**src/rtl/fetch_sequencer.sv**
```systemverilog
// Instruction fetch sequencer: fetches one or two words, presents them on ir1/ir2,
// waits for retirement, then advances or redirects the pc. A decoder error halts it until reset.
module fetch_sequencer #(
  parameter logic [15:0] RESET_PC = 16'h0000
) (
  input  logic        i_clk,
  input  logic        i_rst,
  output logic        o_mem_req,
  output logic [15:0] o_mem_addr,
  input  logic        i_mem_ack,
  input  logic [15:0] i_mem_rdata,
  output logic [15:0] o_ir1,
  output logic [15:0] o_ir2,
  output logic        o_ir_valid,
  output logic [15:0] o_pc,
  input  logic        i_two_word,
  input  logic        i_exec_done,
  input  logic        i_jump,
  input  logic [15:0] i_jump_addr,
  input  logic        i_err,
  output logic        o_halted,
  output logic [2:0]  o_state
);

  typedef enum logic [2:0] {
    S_F1   = 3'd0,
    S_LEN  = 3'd1,
    S_F2   = 3'd2,
    S_DISP = 3'd3,
    S_HALT = 3'd4
  } state_t;

  state_t      state_q, state_d;
  logic [15:0] pc_q, pc_d;
  logic [15:0] ir1_q, ir1_d;
  logic [15:0] ir2_q, ir2_d;
  logic        two_word_q, two_word_d;

  always_ff @(posedge i_clk or posedge i_rst) begin
    if (i_rst) begin
      state_q    <= S_F1;
      pc_q       <= RESET_PC;
      ir1_q      <= 16'h0000;
      ir2_q      <= 16'h0000;
      two_word_q <= 1'b0;
    end else begin
      state_q    <= state_d;
      pc_q       <= pc_d;
      ir1_q      <= ir1_d;
      ir2_q      <= ir2_d;
      two_word_q <= two_word_d;
    end
  end

  // Bus handshake: req is held with a stable address until an edge sees ack=1,
  // which completes the read; ack may arrive in the same cycle req first rises.
  always_comb begin
    state_d    = state_q;
    pc_d       = pc_q;
    ir1_d      = ir1_q;
    ir2_d      = ir2_q;
    two_word_d = two_word_q;
    case (state_q)
      S_F1: begin
        if (i_mem_ack) begin
          ir1_d   = i_mem_rdata;
          ir2_d   = 16'h0000;
          state_d = S_LEN;
        end
      end
      S_LEN: begin
        two_word_d = i_two_word;
        state_d    = i_two_word ? S_F2 : S_DISP;
      end
      S_F2: begin
        if (i_mem_ack) begin
          ir2_d   = i_mem_rdata;
          state_d = S_DISP;
        end
      end
      S_DISP: begin
        // Error outranks retirement so a faulting instruction never moves the pc.
        if (i_err) begin
          state_d = S_HALT;
        end else if (i_exec_done) begin
          pc_d    = i_jump ? i_jump_addr : pc_q + (two_word_q ? 16'd2 : 16'd1);
          state_d = S_F1;
        end
      end
      S_HALT: state_d = S_HALT;
      default: state_d = S_F1;
    endcase
  end

  assign o_mem_req  = (state_q == S_F1) || (state_q == S_F2);
  assign o_mem_addr = (state_q == S_F2) ? pc_q + 16'd1 : pc_q;
  assign o_ir1      = ir1_q;
  assign o_ir2      = ir2_q;
  assign o_ir_valid = (state_q == S_DISP);
  assign o_pc       = pc_q;
  assign o_halted   = (state_q == S_HALT);
  assign o_state    = state_q;

endmodule
```
**config.mk**
```make
export PLATFORM = sky130hd
export DESIGN_NAME = fetch_sequencer
export DESIGN_NICKNAME = d
export VERILOG_FILES = /design/src/rtl/fetch_sequencer.sv
export SDC_FILE = /design/constraint.sdc
export NUM_CORES = 1
export LEC_CHECK = 0
export ABC_CLOCK_PERIOD_IN_PS = 2150
export CAP_MARGIN = 10
export CORE_MARGIN = 1.5
export CORE_UTILIZATION = 44
export DETAILED_ROUTE_END_ITERATION = 10
export HOLD_SLACK_MARGIN = 0.08
export PLACE_DENSITY = 0.85
export SKIP_CTS_REPAIR_TIMING = 1
export SLEW_MARGIN = 15
export SYNTH_ARGS = -nofsm -noshare
export SYNTH_HDL_FRONTEND = slang
export SYNTH_SLANG_ARGS = --single-unit
```
**constraint.sdc**
```tcl
create_clock -name i_clk -period 2.15 [get_ports i_clk]
set_input_delay 0.215 -clock i_clk [delete_from_list [all_inputs] [get_ports i_clk]]
set_output_delay 0.215 -clock i_clk [all_outputs]
set_load 0.01 [all_outputs]
```
# Yosys cells after proc, flatten, opt, wreduce, memory -nomap -nowiden
# Cells that the tools add are included.
# Widths: inputs -> output; s select.
# totals
register_bits,52
out_inout_bits,70
# op_classes
eq_ne,7
addsub,2
n_reduce_logical,7
bitwise_logic,1
mux,12
# op_table
operator,count
$mux 16,4
$pmux 16 s2,1
$add 16x1->16 const B,1
$add 16x2->16,1
$pmux 3 s5,1
$mux 3,4
$reduce_and 3->1,3
$eq 3x2->1 const B,2
$ne 2x2->1 const B,2
$eq 3x1->1 const B,1
$eq 3x3->1 const B,1
$logic_not 3->1,1
$ne 3x1->1 const B,1
$mux 2,1
$reduce_and 2->1,1
$reduce_bool 2->1,1
$logic_or 1x1->1,1
$mux 1,1
$not 1->1,1

# Logic depth before layout (Yosys ltp)
# logic_depth
ltp_word,3
ltp_mapped,8

# Worst setup path after synthesis
# No wires, ideal clock.
# synth_timing
kind,register -> output
startpoint,"reg state_q[0], in the netlist o_state[0]"
endpoint,out o_mem_addr[13]
path_stages_with_launch,7
n_path_buf,2
slack_ps,120
t_arrival_ps,1815
path_cell_list,dfrtp_1 buf_6 or3b_1 buf_2 or3_4 nor4_4 xor2_1
# synth_via
elab_chain_cells,2
# synth_lines
element,line,text
from (decl),33,"state_t state_q, state_d;"
from (signal assigned),47,state_q <= state_d;
$eq 3x2->1,96,assign o_mem_addr = (state_q == S_F2) ? pc_q + 16'd1 : pc_q;
$mux 16,96,
to (decl),9,"output logic [15:0] o_mem_addr,"
# Every way passes these cells.

# Worst setup path after layout
# layout_timing
startpoint,"reg state_q[2], in the netlist o_state[2]"
endpoint,out o_mem_addr[13]
# Same word-level chain as after synthesis.

==> results by group <==
Setup path
  – Max FO, Critical Path: 4
  – Startpoint Class: flip-flop
  – WP data required: 1.93 ns
  – CP endpoint kind: output port
  – Crit path DAT: around 2 ns
  – Critical path class: flip-flop to output port

Clock network
  – H-tree levels: 2
  – Worst-path clk slew: 0.10 ns
  – Worst skew pair latency: 0.30 ns
  – Clk sinks: 52
  – Root Buffer: clkbuf_8
  – Num CTS Buffers: 5
  – Clock Path Buffers: 2
  – CTS tree: done

Run status
  – Status: finished with violations
  – Failing checks: negative setup slack

Yosys
  – Most used DFF post-synth: dfrtp_1
  – Synth top area cells: dfrtp_1 47%, mux2_2 7.7%, a22o_1 5.1%
  – Top cell type's share of synthesized area: 47.1%
  – Post-synth top area cell: dfrtp_1
  – Cells after Synth: 270
  – EDFF count, synth: 0
  – Syn_area_per_cell: 10.2 um2
  – Cell Area, Synth: 2760 um2
  – Cell variety after synth: between 40 and 50
  – Yosys warns: 0
  – Post-synthesis net count: 313
  – Seq cells post-synth: 52
  – Async SR Flop Fraction: 100%
  – Register area share after synthesis: between 40% and 50%

Place
  – HPWL Detailed: just over 6 mm
  – GP Congestion: 0.914
  – Port bufs: approximately 110
  – Placed Cells: 463

Floorplan
  – I/O pin total: 109
  – Core area: ~6000 um2
  – Die height: 82.3 um
  – Starting Density: 46.1%
  – Die area: 6770 um2
  – Die width: 82.3 um
  – Site row count: 28

Global route
  – First-pass GRT wire length: 12.5 mm
  – Initial antenna violation count: 0
  – All-layer global routing usage: 24.7%
  – Vias in the first global route: 2572
  – Largest net degree at the start of global routing: 33
  – Overflow after GRT: 0

Layout
  – Layout fillers: around 440
  – Share of cells above drive strength 1: 22.4%
  – Synth-to-Final Area Change: 55.0%
  – Reg area: 1300 um2
  – Most frequent cells in the layout: 92 x clkdlybuf4s50_1, 52 x dfrtp_1, 34 x buf_4, 19 x mux2_2
  – Fin cells: 476
  – Area of the multi-input gates: between 1000 and 1500 um2
  – Leading cell type in the layout, fill and taps excluded: clkdlybuf4s50_1
  – Inserted Diodes: 0
  – Nets@finish: 443

STA
  – Final hold vios: 0
  – Fmax: approximately 450 MHz
  – WHS: 0.249 ns
  – Final Critical Period: about 2.2 ns
  – Actual slew at the worst max-slew pin: just over 0.6 ns
  – RSZ-0062 raised after global routing: true
  – Rel. slew slack: 58.9%
  – Final setup TNS: -0.153 ns
  – Count of final setup violators: 3
  – Clk_skew: 0.00800 ns
  – Final WS setup: -0.0858 ns
  – Max-slew violations: 0
  – Final cycle utilization of the critical path: 104%

Power and ir drop
  – Gate power share: 60.4%
  – Seq pwr share: 29.9%
  – Clock network power share: 9.7%
  – Internal power: 3.63 mW
  – Psw: 2.30 mW
  – VDD IR-drop max: approximately 0.00082 V
  – Power Density: 1390 nW/um2
  – Sw frac: 38.8%
  – Leak Pwr: 1.87 nW

Routing
  – Detailed router's first-iteration violation count: 130
  – Routed len/inst: roughly 17 um
  – Post-route ant nets: 0
  – Vias: 2620
  – Wirelength, routed: roughly 8.1 mm
  – DRT Pass-1 Iters: 4
  – DRC: 0
  – Via density: 5.50

Flow run
  – Number of max-cap violations: 0

Worst hold path
  – Hold Crit Class: input port to async pin
==> worst max-delay path: stages, from the launching register on <==
cell     delay [ns]
dfrtp_1        0.40
or3b_4         0.43
or3_4          0.41
nor4_4         0.16
xor2_1         0.17
buf_2          0.15
==> layer usage <==
metal	vias to the layer above	track usage (%)	part of all wire (%)	wire length, um
met1	1226	30.0	40	3260
met2	131	40.2	48	3870
met5	-	0	0	0
met4	0	8.64	1.6	127
met3	12	9.01	11	887
li1	1251	-	-	-
==> final cells by class <==
type / count / share of cell area [%]
tap: 75 / 2.19
inverter: 9 / 0.789
clock buffer: 6 / 1.69
clock inverter: 2 / 0.409
sequential: 52 / 30.4
multi-input combinational: 187 / 32.8
timing repair buffer: 145 / 31.7
==> cell families after synthesis <==
| logic type | share of synthesized area (%) |
|---|---|
| multiplexers | 8.10 |
| XOR/XNOR | 4.75 |
| AND/OR/NAND/NOR | 16.5 |
| flip-flops | 47.1 |
| adder cells (fa/ha/maj) | 2.08 |
| buffers and inverters | 4.75 |
| AO/OA/AOI/OAI | 16.7 |
==> stage by stage <==
| stage | instance area (um2) | util, % | setup slack (ns) | power (mW) |
|---|---|---|---|---|
| finish | 4280 | 71.5 | -0.0858 | 5.94 |
| global route | 4280 | 71.5 | -0.144 | 6.33 |
| CTS | 4180 | 69.8 | -0.532 | 5.91 |
| detailed placement | 4090 | 68.3 | -0.201 | 5.32 |
| global placement | 4090 | 68.3 | -0.146 | 5.20 |
| floorplan | 2760 | - | 0.120 | 3.39 |
==> state kept, by name, indices dropped and copies added, names as in the netlist <==
name,cells
o_ir1,16
o_ir2,16
o_pc,16
o_state,3
two_word_q,1
==> Yosys cell counts, types with 3 or more instances <==
cell	n
a21oi_1	18
a22o_1	16
a2bb2oi_1	5
and3_1	4
and4_1	3
buf_2	3
clkbuf_1	16
dfrtp_1	52
ha_1	3
inv_1	9
mux2_2	19
nand2_1	18
nand3_1	11
nand4_1	8
nor2_1	13
nor3_1	5
nor4_1	6
o21ai_0	8
o22a_1	3
o22ai_1	5
xnor2_1	12
xor2_1	3
==> power by group through the flow <==
stage	sequential, mW	clock (mW)	combinational, mW
after floorplan	1.92	0	1.47
after global placement	1.76	0	3.44
after detailed placement	1.78	0	3.54
after CTS	1.77	0.591	3.55
after global routing	1.84	0.627	3.86
final	1.78	0.577	3.58
==> final timing paths <==
kind                                   startpoint                     to  slack (ns)  cells after the start
max                        o_state[2]$_DFFE_PP0P_         o_mem_addr[13]       -0.09                      5
min                                         i_rst   o_pc[15]$_DFFE_PP0P_        0.25                      2
max reg2reg                two_word_q$_DFFE_PP0N_   o_pc[14]$_DFFE_PP0P_        0.09                      8
min reg2reg                 o_ir2[14]$_DFFE_PP0P_  o_ir2[14]$_DFFE_PP0P_        0.52                      1
max in group asynchronous                   i_rst   o_ir2[1]$_DFFE_PP0P_        1.37                      3
min in group i_clk          o_ir2[14]$_DFFE_PP0P_  o_ir2[14]$_DFFE_PP0P_        0.52                      1
No activity file was read; power rests on OpenSTA's default activity.
